===== config.mk =====
export PLATFORM = sky130hd
export DESIGN_NAME = uart_loader_ctrl
export DESIGN_NICKNAME = d
export VERILOG_FILES = /design/src/rtl/uart_loader_ctrl_pkg.sv /design/src/rtl/uart_loader_ctrl.sv
export SDC_FILE = /design/constraint.sdc
export NUM_CORES = 1
export LEC_CHECK = 0
export ABC_AREA = 1
export CAP_MARGIN = 20
export CELL_PAD_IN_SITES_DETAIL_PLACEMENT = 2
export CELL_PAD_IN_SITES_GLOBAL_PLACEMENT = 2
export CORE_ASPECT_RATIO = 0.75
export CORE_UTILIZATION = 33
export CTS_CLUSTER_SIZE = 24
export DETAILED_ROUTE_END_ITERATION = 10
export PLACE_DENSITY = 0.91
export RECOVER_POWER = 25
export SYNTH_ARGS = -nofsm -noshare
export SYNTH_HDL_FRONTEND = slang
export SYNTH_SLANG_ARGS = --single-unit

===== constraint.sdc =====
create_clock -name clk -period 1.88 [get_ports clk]
set_input_delay 0.47 -clock clk [delete_from_list [all_inputs] [get_ports clk]]
set_output_delay 0.47 -clock clk [all_outputs]
set_load 0.02 [all_outputs]

===== src/rtl/uart_loader_ctrl_pkg.sv =====
// Shared definitions for the UART loader command sequencer:
// command byte values, one-hot state encoding and a width helper.
package uart_loader_ctrl_pkg;

    // Command bytes recognised while idle
    localparam logic [7:0] CMD_LOAD  = 8'h4C;  // 'L'
    localparam logic [7:0] CMD_RUN   = 8'h52;  // 'R'
    localparam logic [7:0] CMD_STEP  = 8'h53;  // 'S'
    localparam logic [7:0] CMD_HALT  = 8'h48;  // 'H'
    localparam logic [7:0] CMD_RESET = 8'h58;  // 'X'

    // One-hot sequencer states
    typedef enum logic [3:0] {
        ST_IDLE     = 4'b0001,
        ST_GET_CNT  = 4'b0010,
        ST_GET_WORD = 4'b0100,
        ST_WRITE    = 4'b1000
    } state_t;

    // Bits needed to hold values 0..value-1, never less than 1
    function automatic int unsigned clog2_min1(input int unsigned value);
        int unsigned w;
        w = 1;
        while ((64'(1) << w) < 64'(value)) begin
            w = w + 1;
        end
        return w;
    endfunction

endpackage


===== src/rtl/uart_loader_ctrl.sv =====
// Command sequencer between the UART receiver and the MIPS core.
// Decodes single-byte commands, assembles instruction words from a LOAD
// stream and writes them to instruction memory, and drives run/step/reset.
//
// Ports:
//   clk, i_rst_n       clock, asynchronous active-low reset
//   i_rx_data/i_rx_done received byte and its one-cycle strobe
//   i_cpu_halted       core has executed HALT (level)
//   o_imem_we/addr/wdata  instruction memory write port
//   o_cpu_run/step/rst free-run level, single-step pulse, core reset pulse
//   o_busy             sequencer not idle
//   o_err              pulse on unknown command or inter-byte timeout
module uart_loader_ctrl
    import uart_loader_ctrl_pkg::*;
#(
    parameter int unsigned NB_DATA = 8,
    parameter int unsigned NB_WORD = 32,
    parameter int unsigned NB_ADDR = 10,
    parameter int unsigned TIMEOUT = 1000000
) (
    input  logic               clk,
    input  logic               i_rst_n,
    input  logic [NB_DATA-1:0] i_rx_data,
    input  logic               i_rx_done,
    input  logic               i_cpu_halted,
    output logic               o_imem_we,
    output logic [NB_ADDR-1:0] o_imem_addr,
    output logic [NB_WORD-1:0] o_imem_wdata,
    output logic               o_cpu_run,
    output logic               o_cpu_step,
    output logic               o_cpu_rst,
    output logic               o_busy,
    output logic               o_err
);

    localparam int unsigned BYTES_PER_WORD = NB_WORD / NB_DATA;
    localparam int unsigned NB_BIDX        = clog2_min1(BYTES_PER_WORD);
    localparam int unsigned NB_TCNT        = clog2_min1(TIMEOUT);
    localparam int unsigned ADDR_STEP      = NB_WORD / 8;

    state_t             state;
    logic [NB_DATA-1:0] word_cnt;
    logic [NB_BIDX-1:0] byte_idx;
    logic [NB_TCNT-1:0] tout_cnt;

    logic timeout_hit_c;
    logic last_byte_c;

    assign timeout_hit_c = (tout_cnt == NB_TCNT'(TIMEOUT - 1));
    assign last_byte_c   = (byte_idx == NB_BIDX'(BYTES_PER_WORD - 1));

    // Sequencer: state, datapath registers and all outputs
    always_ff @(posedge clk or negedge i_rst_n) begin
        if (!i_rst_n) begin
            state        <= ST_IDLE;
            word_cnt     <= '0;
            byte_idx     <= '0;
            tout_cnt     <= '0;
            o_imem_we    <= 1'b0;
            o_imem_addr  <= '0;
            o_imem_wdata <= '0;
            o_cpu_run    <= 1'b0;
            o_cpu_step   <= 1'b0;
            o_cpu_rst    <= 1'b0;
            o_busy       <= 1'b0;
            o_err        <= 1'b0;
        end else begin
            o_imem_we  <= 1'b0;
            o_cpu_step <= 1'b0;
            o_cpu_rst  <= 1'b0;
            o_err      <= 1'b0;

            // Auto-stop; a command accepted this cycle overrides it below
            if (o_cpu_run && i_cpu_halted) begin
                o_cpu_run <= 1'b0;
            end

            unique case (state)
                ST_IDLE: begin
                    if (i_rx_done) begin
                        case (i_rx_data)
                            NB_DATA'(CMD_LOAD): begin
                                o_cpu_run <= 1'b0;
                                tout_cnt  <= '0;
                                state     <= ST_GET_CNT;
                                o_busy    <= 1'b1;
                            end
                            NB_DATA'(CMD_RUN): begin
                                o_cpu_run <= 1'b1;
                            end
                            NB_DATA'(CMD_STEP): begin
                                if (!o_cpu_run) begin
                                    o_cpu_step <= 1'b1;
                                end
                            end
                            NB_DATA'(CMD_HALT): begin
                                o_cpu_run <= 1'b0;
                            end
                            NB_DATA'(CMD_RESET): begin
                                o_cpu_run <= 1'b0;
                                o_cpu_rst <= 1'b1;
                            end
                            default: begin
                                o_err <= 1'b1;
                            end
                        endcase
                    end
                end

                ST_GET_CNT: begin
                    if (i_rx_done) begin
                        tout_cnt    <= '0;
                        word_cnt    <= i_rx_data;
                        byte_idx    <= '0;
                        o_imem_addr <= '0;
                        if (i_rx_data == '0) begin
                            state  <= ST_IDLE;
                            o_busy <= 1'b0;
                        end else begin
                            state <= ST_GET_WORD;
                        end
                    end else if (timeout_hit_c) begin
                        tout_cnt <= '0;
                        o_err    <= 1'b1;
                        state    <= ST_IDLE;
                        o_busy   <= 1'b0;
                    end else begin
                        tout_cnt <= tout_cnt + NB_TCNT'(1);
                    end
                end

                ST_GET_WORD: begin
                    if (i_rx_done) begin
                        tout_cnt     <= '0;
                        o_imem_wdata <= {o_imem_wdata[NB_WORD-NB_DATA-1:0], i_rx_data};
                        if (last_byte_c) begin
                            byte_idx  <= '0;
                            o_imem_we <= 1'b1;
                            state     <= ST_WRITE;
                        end else begin
                            byte_idx <= byte_idx + NB_BIDX'(1);
                        end
                    end else if (timeout_hit_c) begin
                        // Partial word is abandoned; earlier writes stand
                        tout_cnt <= '0;
                        byte_idx <= '0;
                        o_err    <= 1'b1;
                        state    <= ST_IDLE;
                        o_busy   <= 1'b0;
                    end else begin
                        tout_cnt <= tout_cnt + NB_TCNT'(1);
                    end
                end

                ST_WRITE: begin
                    // Write strobe is high this cycle; advance for the next word
                    o_imem_addr <= o_imem_addr + NB_ADDR'(ADDR_STEP);
                    word_cnt    <= word_cnt - NB_DATA'(1);
                    if (word_cnt == NB_DATA'(1)) begin
                        state  <= ST_IDLE;
                        o_busy <= 1'b0;
                    end else begin
                        state <= ST_GET_WORD;
                    end
                end

                default: begin
                    state  <= ST_IDLE;
                    o_busy <= 1'b0;
                end
            endcase
        end
    end

endmodule


==> out/qor.yml <==
drc: 0
post_route_cells_drive_above_1_share: 0.227
crit_chain: "nand2_1 > nor3_4 > nand2_2 > nor2_1 > nand2_1 > nand4_1 > nand2_1"
pin_count_of_the_biggest_net_entering_global_routing: 42
routed_antenna_nets: 0
asyncSetResetFlopFracSynth: 1.00
cp.arrival_ns: 2.13
power.density_cell_area_nw_per_um2: 1170
finalWeightedCongestion: 0.861
placedCellCount: 759
placeableCoreArea_um2: 12600
grt_antenna_before_repair: 0
critical_path.max_fanout: 5
cp_peak_stage_delay_ns: 0.48
global_route_wire_length_before_repair_um: 28900
buffer_ports.inserted: 57
period_needed_ns: 1.89
cts_max_level: 3
postLayoutSetupSlackWorst_ns: -0.0142
worst_setup_path_start_kind: "flip-flop"
worstHoldPathType: "flip-flop to flip-flop"
finalWirelength_um: 18800
die_area_um2: 13700
final_cell_count_no_fill: 775
floorplan.die.height_um: 102
crit_path_top_delay_cell: "dfrtp_1"
grt_pass1_vias: 4802
nets: 621
static-leakage-power_nw: 2.92
num_io_pins: 60
synth_flop_cell: "dfrtp_1"
critPathKind: "flip-flop to flip-flop"
timing.final.setup_violations: 1
post_synth_main_area_contributors: "dfrtp_1 (45%), nand2_1 (8.5%), mux2_4 (6.5%)"
postSynthAreaPerCell_um2: 8.74
cts_tree: "yes"
slew_of_the_pin_with_the_lowest_slew_margin_ns: 1.74
final_core_utilization: 0.464
clk_slew_on_worst_s_h_paths_ns: 0.06
grt_util_all_layers: 0.289
synth_top_area_cell: "dfrtp_1"
area_growth_pct: 33.6
fmax_mhz: 528
cts_buffer_depth: 2
drt_pass1_iterations: 4
hold_violations: 0
n_antenna_cell: 0
synth.yosys.seq_area_share: 0.459
numCtsBuffers: 9
synth_edf_count: 0
final-max-slew-violation-count: 28
ys.warnings.count: 0
worstPathRequired_ns: 2.11
worst_case_headroom_to_the_max_slew_limit: -0.160
setup.worst_path.end_class: "flip-flop"
initialDrtViolationCount: 204
synth.lib_cells_used.distinct: 44
post_synth_instance_area_um2: 4360
vdd.ir_drop.worst_mv: 0.630
clock-root-buffer: "clkbuf_16"
crit_top_cell: "nand2_1"
synthesis.instances: 499
grt.overflow.total: 0
finClkSkew_ns: 0.0156
ys_seq_elements: 80
n_fill_cell: 1354
hold_buffers: 0
die_w_um: 135
worst_skew_pair.late_latency_ns: 0.36
hpwl_um: 13100
route.detailed.vias_per_inst: 5.43
worst_path_dominant_cell_family: "simple AND/OR/NAND/NOR gates"
netlist.area_leader.share: 0.453
start_util: 0.347
wire_per_inst_um: 24.3
final.period_utilization: 1.01
cp_num_buf_inv: 0
drv.max_cap_violation_count: 1
status: "finished, violations left"
violations: "capacitance limit, slew limit, setup timing"
clock_sink_count: 80
vias: 4209
rows: 35
layer usage:
layer / routed length, um / GRT usage / share of wire / vias up
li1: - / - / - / 1847
met2: 9740 / 0.529 / 0.52 / 119
met1: 7620 / 0.332 / 0.40 / 2192
met5: 0 / 0 / 0 / -
met3: 798 / 0.0506 / 0.042 / 51
met4: 687 / 0.126 / 0.036 / 0
sequential cells by signal, summed over array words and instances (netlist names):
name	count
o_imem_wdata	32
tout_cnt	20
o_imem_addr	8
word_cnt	8
state	4
byte_idx	2
o_busy	1
o_cpu_rst	1
o_cpu_run	1
o_cpu_step	1
o_err	1
o_imem_we	1
placed cells by master (no fill, tap or decap), types with 9 or more instances in the layout:
cell	count
nand4_1	23
clkbuf_16	9
buf_4	45
inv_1	48
mux2_4	19
dlygate4sd2_1	14
nand3_1	24
clkdlybuf4s50_1	37
nand2_1	99
dfrtp_1	79
nor3_1	12
a21oi_1	9
nor2_1	50
inv_2	14
o21ai_0	24
o21ai_1	10
path summary, 6_finish.rpt:
| check | startpoint | to | slack, ns | cells past startpoint |
|---|---|---|---|---|
| worst max register to register | tout_cnt[7] | tout_cnt[12] | -0.01 | 7 |
| max in group asynchronous | i_rst_n | tout_cnt[9] | 0.27 | 2 |
| worst max-delay path | tout_cnt[7] | tout_cnt[12] | -0.01 | 7 |
| min in group asynchronous | i_rst_n | o_imem_addr[6] | 0.57 | 1 |
| worst min-delay path | o_cpu_run | o_cpu_step | 0.49 | 1 |
| worst min register to register | o_cpu_run | o_cpu_step | 0.49 | 1 |
timing repair:
item | 4_1_cts | 5_1_grt
setup buffers | 0 | 0
pin swaps | 0 | 3
gates resized for setup | 15 | 16
endpoints found under the setup margin | 15 | 21
cells in the mapped netlist, drive strengths merged (2+ instances only):
master / number
o21ai: 34
nand3b: 4
nand3: 34
nand2: 109
a21oi: 13
nand4: 23
nor2: 58
o22ai: 2
ha: 5
mux2: 19
inv: 62
o211ai: 5
clkbuf: 2
xor2: 8
o221ai: 2
nor3: 14
dfrtp: 79
or2: 5
buf: 11
per-stage QoR:
stage	setup slack (ns)	power (mW)	TNS, ns	hold WS [ns]	cell area, um2
after floorplan	0.369	3.54	0	0.174	4370
after global placement	-0.101	4.46	-1.80	0.428	5450
after detailed placement	-0.236	4.74	-6.55	0.428	5450
after CTS	0.00153	6.76	0	0.0576	5770
after global routing	-0.0876	7.05	-0.309	0.510	5830
final	-0.0142	6.79	-0.0142	0.487	5830
cell families after synthesis:
logic type,synth area share
simple gates,0.282
flops,0.459
buf+inv,0.0789
compound gates,0.0809
mux,0.0677
xor+xnor,0.0161
fa+ha+maj,0.0143
other cells,0.000860
where the power goes:
| group | internal, mW | switching, mW |
|---|---|---|
| Sequential | 2.06 | 0.376 |
| Clock | 1.21 | 0.794 |
| Combinational | 0.871 | 1.48 |
layout make-up:
class | count | area [um2] | share of cell area
clock buffers | 10 | 239 | 0.0410
clock inverters | 6 | 92.6 | 0.0159
inverters | 63 | 236 | 0.0406
multi-input cells | 344 | 2070 | 0.355
flip-flops and latches | 80 | 2000 | 0.344
well taps | 166 | 208 | 0.0356
repair buffers | 106 | 977 | 0.168
Note: power is estimated with default switching activity, not from simulation.
